[src/rtl/pipeline_hazard_ctrl_if.sv]
// pipeline_hazard_ctrl_if
// Bundles the hazard controller's decode/execute/memory observation inputs and its
// pipeline-register control outputs into one interface.
//   master : the datapath side; drives the observed instruction fields and handshakes,
//            receives the write-enable / flush / bubble / exception controls.
//   slave  : the hazard controller itself.
// Signals
//   id_rs, id_rt, id_uses_rt, id_jump, eret   instruction currently in ID
//   ex_mem_read, ex_rd, ex_branch_tk           instruction currently in EX
//   mem_req, mem_ack                           data-memory access of the instruction in MEM
//   irq                                        level interrupt request
//   pc_write .. memwb_bubble                   pipeline register / PC controls
//   exc_take                                   selects the exception vector for the PC
//   bus_err                                    sticky data-memory timeout flag
//   stall_cnt                                  saturating count of PC-stall cycles
interface pipeline_hazard_ctrl_if #(
   parameter int CNT_W = 16
) ();
   logic [4:0]       id_rs;
   logic [4:0]       id_rt;
   logic             id_uses_rt;
   logic             id_jump;
   logic             ex_mem_read;
   logic [4:0]       ex_rd;
   logic             ex_branch_tk;
   logic             mem_req;
   logic             mem_ack;
   logic             irq;
   logic             eret;
   logic             pc_write;
   logic             ifid_write;
   logic             ifid_flush;
   logic             idex_write;
   logic             idex_flush;
   logic             exmem_write;
   logic             exmem_flush;
   logic             memwb_bubble;
   logic             exc_take;
   logic             bus_err;
   logic [CNT_W-1:0] stall_cnt;

   modport master (
      output id_rs, id_rt, id_uses_rt, id_jump, ex_mem_read, ex_rd, ex_branch_tk,
             mem_req, mem_ack, irq, eret,
      input  pc_write, ifid_write, ifid_flush, idex_write, idex_flush, exmem_write,
             exmem_flush, memwb_bubble, exc_take, bus_err, stall_cnt
   );

   modport slave (
      input  id_rs, id_rt, id_uses_rt, id_jump, ex_mem_read, ex_rd, ex_branch_tk,
             mem_req, mem_ack, irq, eret,
      output pc_write, ifid_write, ifid_flush, idex_write, idex_flush, exmem_write,
             exmem_flush, memwb_bubble, exc_take, bus_err, stall_cnt
   );
endinterface

[src/rtl/pipeline_hazard_ctrl.sv]
// pipeline_hazard_ctrl
// Central sequencer for the IF/ID, ID/EX, EX/MEM and MEM/WB pipeline registers.
// Detects load-use hazards, taken branches, jumps, multi-cycle data-memory accesses and
// interrupts, and drives per-stage write-enable, flush and bubble controls (Mealy, so a
// stall or flush takes effect at the very next clock edge) plus a saturating stall counter.
// Ports
//   clk    rising-edge clock
//   reset  asynchronous, active-low reset
//   bus    pipeline_hazard_ctrl_if.slave (see the interface for the signal list)
// Parameters
//   MEM_TIMEOUT  cycles spent in MEM_WAIT without mem_ack before bus_err is raised (>=2)
//   CNT_W        width of stall_cnt; must match the interface instance
module pipeline_hazard_ctrl #(
   parameter int MEM_TIMEOUT = 16,
   parameter int CNT_W       = 16
) (
   input logic                   clk,
   input logic                   reset,
   pipeline_hazard_ctrl_if.slave bus
);
   localparam int WAIT_W = $clog2(MEM_TIMEOUT + 1);

   typedef enum logic [1:0] {
      RUN,
      MEM_WAIT,
      EXC_DRAIN
   } state_t;

   state_t           r_state;
   state_t           w_nextState;
   logic             r_irqEn;
   logic             w_irqEnNext;
   logic [WAIT_W-1:0] r_waitCnt;
   logic [WAIT_W-1:0] w_waitCntNext;
   logic             r_busErr;
   logic             w_busErrNext;
   logic [CNT_W-1:0] r_stallCnt;

   logic w_loadUse;
   logic w_pcWrite;
   logic w_ifidWrite;
   logic w_ifidFlush;
   logic w_idexWrite;
   logic w_idexFlush;
   logic w_exmemWrite;
   logic w_exmemFlush;
   logic w_memwbBubble;
   logic w_excTake;

   // A load in EX whose destination feeds the instruction in ID cannot be forwarded in
   // time; $0 is never a real dependency.
   assign w_loadUse = bus.ex_mem_read && (bus.ex_rd != 5'd0) &&
                      ((bus.ex_rd == bus.id_rs) || (bus.id_uses_rt && (bus.ex_rd == bus.id_rt)));

   // State, interrupt enable, wait counter and sticky bus error.  Everything returns to
   // the idle RUN condition as soon as reset drops, abandoning any pending access.
   always_ff @(posedge clk or negedge reset) begin
      if (!reset) begin
         r_state   <= RUN;
         r_irqEn   <= 1'b1;
         r_waitCnt <= '0;
         r_busErr  <= 1'b0;
      end else begin
         r_state   <= w_nextState;
         r_irqEn   <= w_irqEnNext;
         r_waitCnt <= w_waitCntNext;
         r_busErr  <= w_busErrNext;
      end
   end

   // Counts every cycle the PC is held, sticking at all-ones instead of wrapping so a
   // long-running profile never reads back as small.
   always_ff @(posedge clk or negedge reset) begin
      if (!reset) begin
         r_stallCnt <= '0;
      end else if (!w_pcWrite && (r_stallCnt != '1)) begin
         r_stallCnt <= r_stallCnt + 1'b1;
      end
   end

   // Next-state and Mealy outputs.  Defaults let the whole pipeline advance; events in RUN
   // are prioritised memory wait, interrupt, branch, jump, load-use.  Flushes leave the
   // stage write enable high so the register actually loads the bubble.  eret re-arms
   // interrupts unless an interrupt is taken in the same cycle.  While reset is low all
   // controls are forced off so nothing in the datapath moves.
   always_comb begin
      w_nextState   = r_state;
      w_irqEnNext   = r_irqEn;
      w_waitCntNext = r_waitCnt;
      w_busErrNext  = r_busErr;
      w_pcWrite     = 1'b1;
      w_ifidWrite   = 1'b1;
      w_ifidFlush   = 1'b0;
      w_idexWrite   = 1'b1;
      w_idexFlush   = 1'b0;
      w_exmemWrite  = 1'b1;
      w_exmemFlush  = 1'b0;
      w_memwbBubble = 1'b0;
      w_excTake     = 1'b0;

      case (r_state)
         RUN: begin
            if (bus.eret) begin
               w_irqEnNext = 1'b1;
            end
            if (bus.mem_req && !bus.mem_ack) begin
               w_pcWrite     = 1'b0;
               w_ifidWrite   = 1'b0;
               w_idexWrite   = 1'b0;
               w_exmemWrite  = 1'b0;
               w_memwbBubble = 1'b1;
               w_waitCntNext = WAIT_W'(1);
               w_nextState   = MEM_WAIT;
            end else if (bus.irq && r_irqEn) begin
               w_excTake    = 1'b1;
               w_ifidFlush  = 1'b1;
               w_idexFlush  = 1'b1;
               w_exmemFlush = 1'b1;
               w_irqEnNext  = 1'b0;
               w_nextState  = EXC_DRAIN;
            end else if (bus.ex_branch_tk) begin
               w_ifidFlush = 1'b1;
               w_idexFlush = 1'b1;
            end else if (bus.id_jump) begin
               w_ifidFlush = 1'b1;
            end else if (w_loadUse) begin
               w_pcWrite   = 1'b0;
               w_ifidWrite = 1'b0;
               w_idexFlush = 1'b1;
            end
         end
         MEM_WAIT: begin
            if (bus.mem_ack) begin
               w_waitCntNext = '0;
               w_nextState   = RUN;
            end else begin
               w_pcWrite     = 1'b0;
               w_ifidWrite   = 1'b0;
               w_idexWrite   = 1'b0;
               w_exmemWrite  = 1'b0;
               w_memwbBubble = 1'b1;
               if (r_waitCnt == WAIT_W'(MEM_TIMEOUT)) begin
                  w_busErrNext  = 1'b1;
                  w_waitCntNext = '0;
                  w_nextState   = RUN;
               end else begin
                  w_waitCntNext = r_waitCnt + WAIT_W'(1);
               end
            end
         end
         EXC_DRAIN: begin
            w_nextState = RUN;
         end
         default: begin
            w_nextState = RUN;
         end
      endcase

      if (!reset) begin
         w_pcWrite     = 1'b0;
         w_ifidWrite   = 1'b0;
         w_ifidFlush   = 1'b0;
         w_idexWrite   = 1'b0;
         w_idexFlush   = 1'b0;
         w_exmemWrite  = 1'b0;
         w_exmemFlush  = 1'b0;
         w_memwbBubble = 1'b0;
         w_excTake     = 1'b0;
      end
   end

   assign bus.pc_write     = w_pcWrite;
   assign bus.ifid_write   = w_ifidWrite;
   assign bus.ifid_flush   = w_ifidFlush;
   assign bus.idex_write   = w_idexWrite;
   assign bus.idex_flush   = w_idexFlush;
   assign bus.exmem_write  = w_exmemWrite;
   assign bus.exmem_flush  = w_exmemFlush;
   assign bus.memwb_bubble = w_memwbBubble;
   assign bus.exc_take     = w_excTake;
   assign bus.bus_err      = r_busErr;
   assign bus.stall_cnt    = r_stallCnt;
endmodule
[src/flat_wrapper.sv]
// flat-port wrapper written by rule: the top's interface ports become plain ports
module pipeline_hazard_ctrl_flat 
#(
   parameter int MEM_TIMEOUT = 16,
   parameter int CNT_W       = 16
)
  (clk, reset, bus_id_rs, bus_id_rt, bus_id_uses_rt, bus_id_jump, bus_ex_mem_read, bus_ex_rd, bus_ex_branch_tk, bus_mem_req, bus_mem_ack, bus_irq, bus_eret, bus_pc_write, bus_ifid_write, bus_ifid_flush, bus_idex_write, bus_idex_flush, bus_exmem_write, bus_exmem_flush, bus_memwb_bubble, bus_exc_take, bus_bus_err, bus_stall_cnt);
  pipeline_hazard_ctrl_if #(.CNT_W(CNT_W)) bus_i ();
  input logic clk;
  input logic reset;
  input wire logic [$bits(bus_i.id_rs)-1:0] bus_id_rs;
  input wire logic [$bits(bus_i.id_rt)-1:0] bus_id_rt;
  input wire logic [$bits(bus_i.id_uses_rt)-1:0] bus_id_uses_rt;
  input wire logic [$bits(bus_i.id_jump)-1:0] bus_id_jump;
  input wire logic [$bits(bus_i.ex_mem_read)-1:0] bus_ex_mem_read;
  input wire logic [$bits(bus_i.ex_rd)-1:0] bus_ex_rd;
  input wire logic [$bits(bus_i.ex_branch_tk)-1:0] bus_ex_branch_tk;
  input wire logic [$bits(bus_i.mem_req)-1:0] bus_mem_req;
  input wire logic [$bits(bus_i.mem_ack)-1:0] bus_mem_ack;
  input wire logic [$bits(bus_i.irq)-1:0] bus_irq;
  input wire logic [$bits(bus_i.eret)-1:0] bus_eret;
  output wire logic [$bits(bus_i.pc_write)-1:0] bus_pc_write;
  output wire logic [$bits(bus_i.ifid_write)-1:0] bus_ifid_write;
  output wire logic [$bits(bus_i.ifid_flush)-1:0] bus_ifid_flush;
  output wire logic [$bits(bus_i.idex_write)-1:0] bus_idex_write;
  output wire logic [$bits(bus_i.idex_flush)-1:0] bus_idex_flush;
  output wire logic [$bits(bus_i.exmem_write)-1:0] bus_exmem_write;
  output wire logic [$bits(bus_i.exmem_flush)-1:0] bus_exmem_flush;
  output wire logic [$bits(bus_i.memwb_bubble)-1:0] bus_memwb_bubble;
  output wire logic [$bits(bus_i.exc_take)-1:0] bus_exc_take;
  output wire logic [$bits(bus_i.bus_err)-1:0] bus_bus_err;
  output wire logic [$bits(bus_i.stall_cnt)-1:0] bus_stall_cnt;
  assign bus_i.id_rs = bus_id_rs;
  assign bus_i.id_rt = bus_id_rt;
  assign bus_i.id_uses_rt = bus_id_uses_rt;
  assign bus_i.id_jump = bus_id_jump;
  assign bus_i.ex_mem_read = bus_ex_mem_read;
  assign bus_i.ex_rd = bus_ex_rd;
  assign bus_i.ex_branch_tk = bus_ex_branch_tk;
  assign bus_i.mem_req = bus_mem_req;
  assign bus_i.mem_ack = bus_mem_ack;
  assign bus_i.irq = bus_irq;
  assign bus_i.eret = bus_eret;
  assign bus_pc_write = bus_i.pc_write;
  assign bus_ifid_write = bus_i.ifid_write;
  assign bus_ifid_flush = bus_i.ifid_flush;
  assign bus_idex_write = bus_i.idex_write;
  assign bus_idex_flush = bus_i.idex_flush;
  assign bus_exmem_write = bus_i.exmem_write;
  assign bus_exmem_flush = bus_i.exmem_flush;
  assign bus_memwb_bubble = bus_i.memwb_bubble;
  assign bus_exc_take = bus_i.exc_take;
  assign bus_bus_err = bus_i.bus_err;
  assign bus_stall_cnt = bus_i.stall_cnt;
  pipeline_hazard_ctrl #(.MEM_TIMEOUT(MEM_TIMEOUT), .CNT_W(CNT_W)) u_core (.clk(clk), .reset(reset), .bus(bus_i));
endmodule
[config.mk]
export PLATFORM = sky130hd
export DESIGN_NAME = pipeline_hazard_ctrl_flat
export DESIGN_NICKNAME = d
export VERILOG_FILES = /design/src/rtl/pipeline_hazard_ctrl_if.sv /design/src/rtl/pipeline_hazard_ctrl.sv /design/src/flat_wrapper.sv
export SDC_FILE = /design/constraint.sdc
export NUM_CORES = 1
export LEC_CHECK = 0
export ABC_AREA = 1
export BUFFER_PORTS_ARGS = -buffer_cell sky130_fd_sc_hd__buf_2
export CAP_MARGIN = 15
export CORE_MARGIN = 10
export CORE_UTILIZATION = 56
export DETAILED_ROUTE_END_ITERATION = 12
export PLACE_DENSITY = 0.93
export SLEW_MARGIN = 25
export SYNTH_ARGS = -nofsm -noshare
export SYNTH_HDL_FRONTEND = slang
export SYNTH_SLANG_ARGS = --single-unit
[constraint.sdc]
create_clock -name clk -period 4.9 [get_ports clk]
set_input_delay 0.49 -clock clk [delete_from_list [all_inputs] [get_ports clk]]
set_output_delay 0.49 -clock clk [all_outputs]
set_load 0.01 [all_outputs]
==> key figures <==
Timing
  – Minimum clock period: ~2300 ps
  – Clk_skew: 10.21 ps
  – WHS: roughly 150 ps
  – Slew at the pin closest to its max-slew limit: about 600 ps
  – Maximum clock rate: ~0.44 GHz
  – Slew Limit Fails: 0
  – Setup_tns: 0 ps
  – Relative slew margins: about three fifths
  – RSZ-0062 raised after global routing: no
  – Final setup viols: 0
  – Final hold violations: 0
  – Final Worst Setup Slack: approximately 2600 ps
  – Period utilization: between 40 and 50%

Critical path
  – Reg2reg end: u_core.bus.stall_cnt[9]
  – Critical path depth: 8
  – Flop2flop setup slack: between 2000 and 3000 ps
  – Worst Path Buf+Inv: 3
  – CP endpoint: bus_ifid_write
  – CP Class: flop to output port
  – Crit path capture type: output port
  – Reg2reg start: u_core.bus.stall_cnt[1]
  – WP data arrival: between 1500 and 2000 ps
  – Crit path from: u_core.r_state[1]
  – Max Fanout on Critical Path: 18
  – R2R depth: 9
  – CP startpoint kind: flop
  – Required @ worst endpoint: about 4400 ps
  – CP max stage cell: dfrtp_1
  – Critical-path cell list: nor2_1, inv_1, nor2_1, nand2_1, nand2_1, nand2_2, inv_1, buf_2
  – Slowest stage delay, CP: ~420 ps
  – CP top delay family: simple AND/OR/NAND/NOR gates

Clocking
  – Clk sinks: 25
  – TritonCTS clock tree: done
  – Num CTS Buffers: 3
  – Hold_buf cts: 0
  – Root Driver: clkbuf_4
  – Postcts setup bufs: 0
  – Clk slew on worst S/H paths: between 100 and 150 ps
  – Largest buffer count on any clock path: 2
  – CTS H-Tree Depth: 1
  – Worst skew pair latency: 320 ps
  – Resize count post-CTS: 0

Synth
  – Cell area after synthesis: approximately 1700 sq um
  – Post-synth EDFFs: 0
  – Avg Synthesized Cell Area: just under 7 sq um
  – Synthesized Nets: about 280
  – Syn Inst Count: roughly 250
  – Post-synthesis mux area share: 0%
  – XOR/XNOR Fraction of Synth Area: roughly 8.6%
  – Ys Warns: 0
  – Post-synthesis simple-gate area fraction: between 30% and 40%
  – Proportion of netlist area held by the largest area contributor: roughly 35%
  – Seq/Total Area, Yosys: between 30 and 40%
  – Unique masters post-synth: 28
  – Async SR Flop Fraction: 100.0%
  – Post-synth top area cell: dfrtp_1
  – Dominant cells by area after synthesis: dfrtp_1 (35%), nand2_1 (19%), inv_1 (8.0%), nand3_1 (6.9%), xor2_1 (6.1%)
  – Main combinational cell family by area after synthesis: simple AND/OR/NAND/NOR gates
  – Flops & latches, synth: 25
  – Top FF cell, synth: dfrtp_1
  – Synth Area in Compound Gates: 3.971%
  – Post-Synth Adder-Cell Area: ~2.2%

Finish
  – Fin nets: about 330
  – Final Non-Filler Cells: 330
  – Antenna cells: 0
  – Most frequent cells in the layout: nand2_1 (88), buf_2 (50), inv_1 (37), nand3_1 (24), dfrtp_1 (24)
  – Leading cell type in the layout, fill and taps excluded: nand2_1
  – Layout cells sized above 1: between 20% and 30%
  – Area grow syn2layout: 15.88%
  – Final instance area: 2008 sq um
  – Core Util, Final: 66.88%

Drt
  – Post-detailed-route wirelength per cell: about 12 um
  – Via count: 1,657
  – Antenna Nets Post-Route: 0
  – # DRC: 0
  – Iter 0 DRT Violations: 69
  – Via-to-Cell Ratio: between 5 and 6
  – Final WL: ~3.9 mm
  – Pre-Repair DR Iteration Count: 4

GRT
  – Gr ovfl total: 0
  – GRT Util Overall: 14.35%
  – First-pass GRT wire length: approximately 6.6 mm
  – Largest net degree at the start of global routing: 29
  – Initial antenna violation count: 0
  – Vias in the first global route: approximately 1,600

Place
  – Placed cell count: around 330
  – DPL Wire Length: roughly 3.2 mm
  – Global placer's final weighted congestion: roughly 0.81
  – Dpl cell area: around 2000 sq um
  – Pre-CTS WS: about 2700 ps
  – Buffers on Ports: 50

Floorplan
  – Die H: between 70 and 80 um
  – Ports: slightly above 50
  – Row count: 20
  – Die width: 75.63 um
  – Die area: roughly 5700 sq um
  – Starting Density: between 50 and 60%
  – Core ar.: roughly 3000 sq um

Power and ir drop
  – Final Power: ~0.66 mW
  – Peak supply drop: 186.3 uV
  – Pleak: 1.233 nW
  – Pwr Density: roughly 330 nW/um^2

Outcome
  – Outcome: finished clean

Run
  – Number of max-cap violations: 0

Min path
  – Worst hold path class: primary input to asynchronous set/reset pin
## state kept, by name, indices dropped and copies added, names as in the netlist
register	flops
u_core.r_waitCnt	5
u_core.bus.bus_err	1
u_core.r_irqEn	1
u_core.r_state	2
u_core.bus.stall_cnt	16
## worst reg2reg max path, delay by kind of cell (launching register included)
family                     cells  cell delay [ps]
DFF                            1              450
and+or+nand+nor                8             1240
adders and majority gates      1              230
## where the power goes
group / switching [mW] / internal, mW
Combinational: 0.151 / 0.105
Sequential: 0.0553 / 0.252
Clock: 0.0627 / 0.0306
## routing by layer
| layer | GRT usage, % | part of all wire, % | vias up |
|---|---|---|---|
| met2 | 25.21 | 50 | 44 |
| li1 | - | - | 868 |
| met1 | 15.90 | 41 | 735 |
| met5 | 0 | 0 | - |
| met4 | 6.392 | 2.3 | 0 |
| met3 | 3.646 | 6.8 | 10 |
## synthesized netlist by cell type (2+ instances only)
library cell   n
buf_2          2
buf_4          3
nand2_2        2
o21ai_0        2
ha_1           3
xnor2_1        5
nor3_1         5
xor2_1        12
nand2_1       88
dfrtp_1       24
nor2_1        19
inv_1         37
a21oi_1        6
nand3_1       24
o22ai_1        2
nand4_1        3
## cell families (layout without fill, tap and decap cells)
group	after synthesis	count (layout)
xor gates and xnor gates	17	17
adders and majority gates	3	3
and+or+nand+nor	149	149
DFF	25	25
AOI/OAI and AO/OA	12	12
buffers and inverters	43	91
## cell type report
class / instances / area, sq um
clock buffers: 3 / 22.52
clock inverters: 1 / 5.005
fillers: 265 / 994.7
inverters: 37 / 138.9
multi-input cells: 181 / 923.4
flip-flops and latches: 25 / 626.9
well taps: 33 / 41.29
repair buffers: 50 / 250.2
## worst min path at each step
stage / from / to / slack (ps) / cells after the start
floorplan: reset / u_core.bus.bus_err / 190 / 0
global placement: u_core.bus.bus_err / u_core.bus.bus_err / 450 / 1
detailed placement: u_core.bus.bus_err / u_core.bus.bus_err / 480 / 1
CTS: reset / u_core.bus.stall_cnt[3] / 160 / 1
global route: reset / u_core.r_waitCnt[2] / 170 / 1
finish: reset / u_core.bus.stall_cnt[3] / 150 / 1
(Power assumes the default switching activity.)
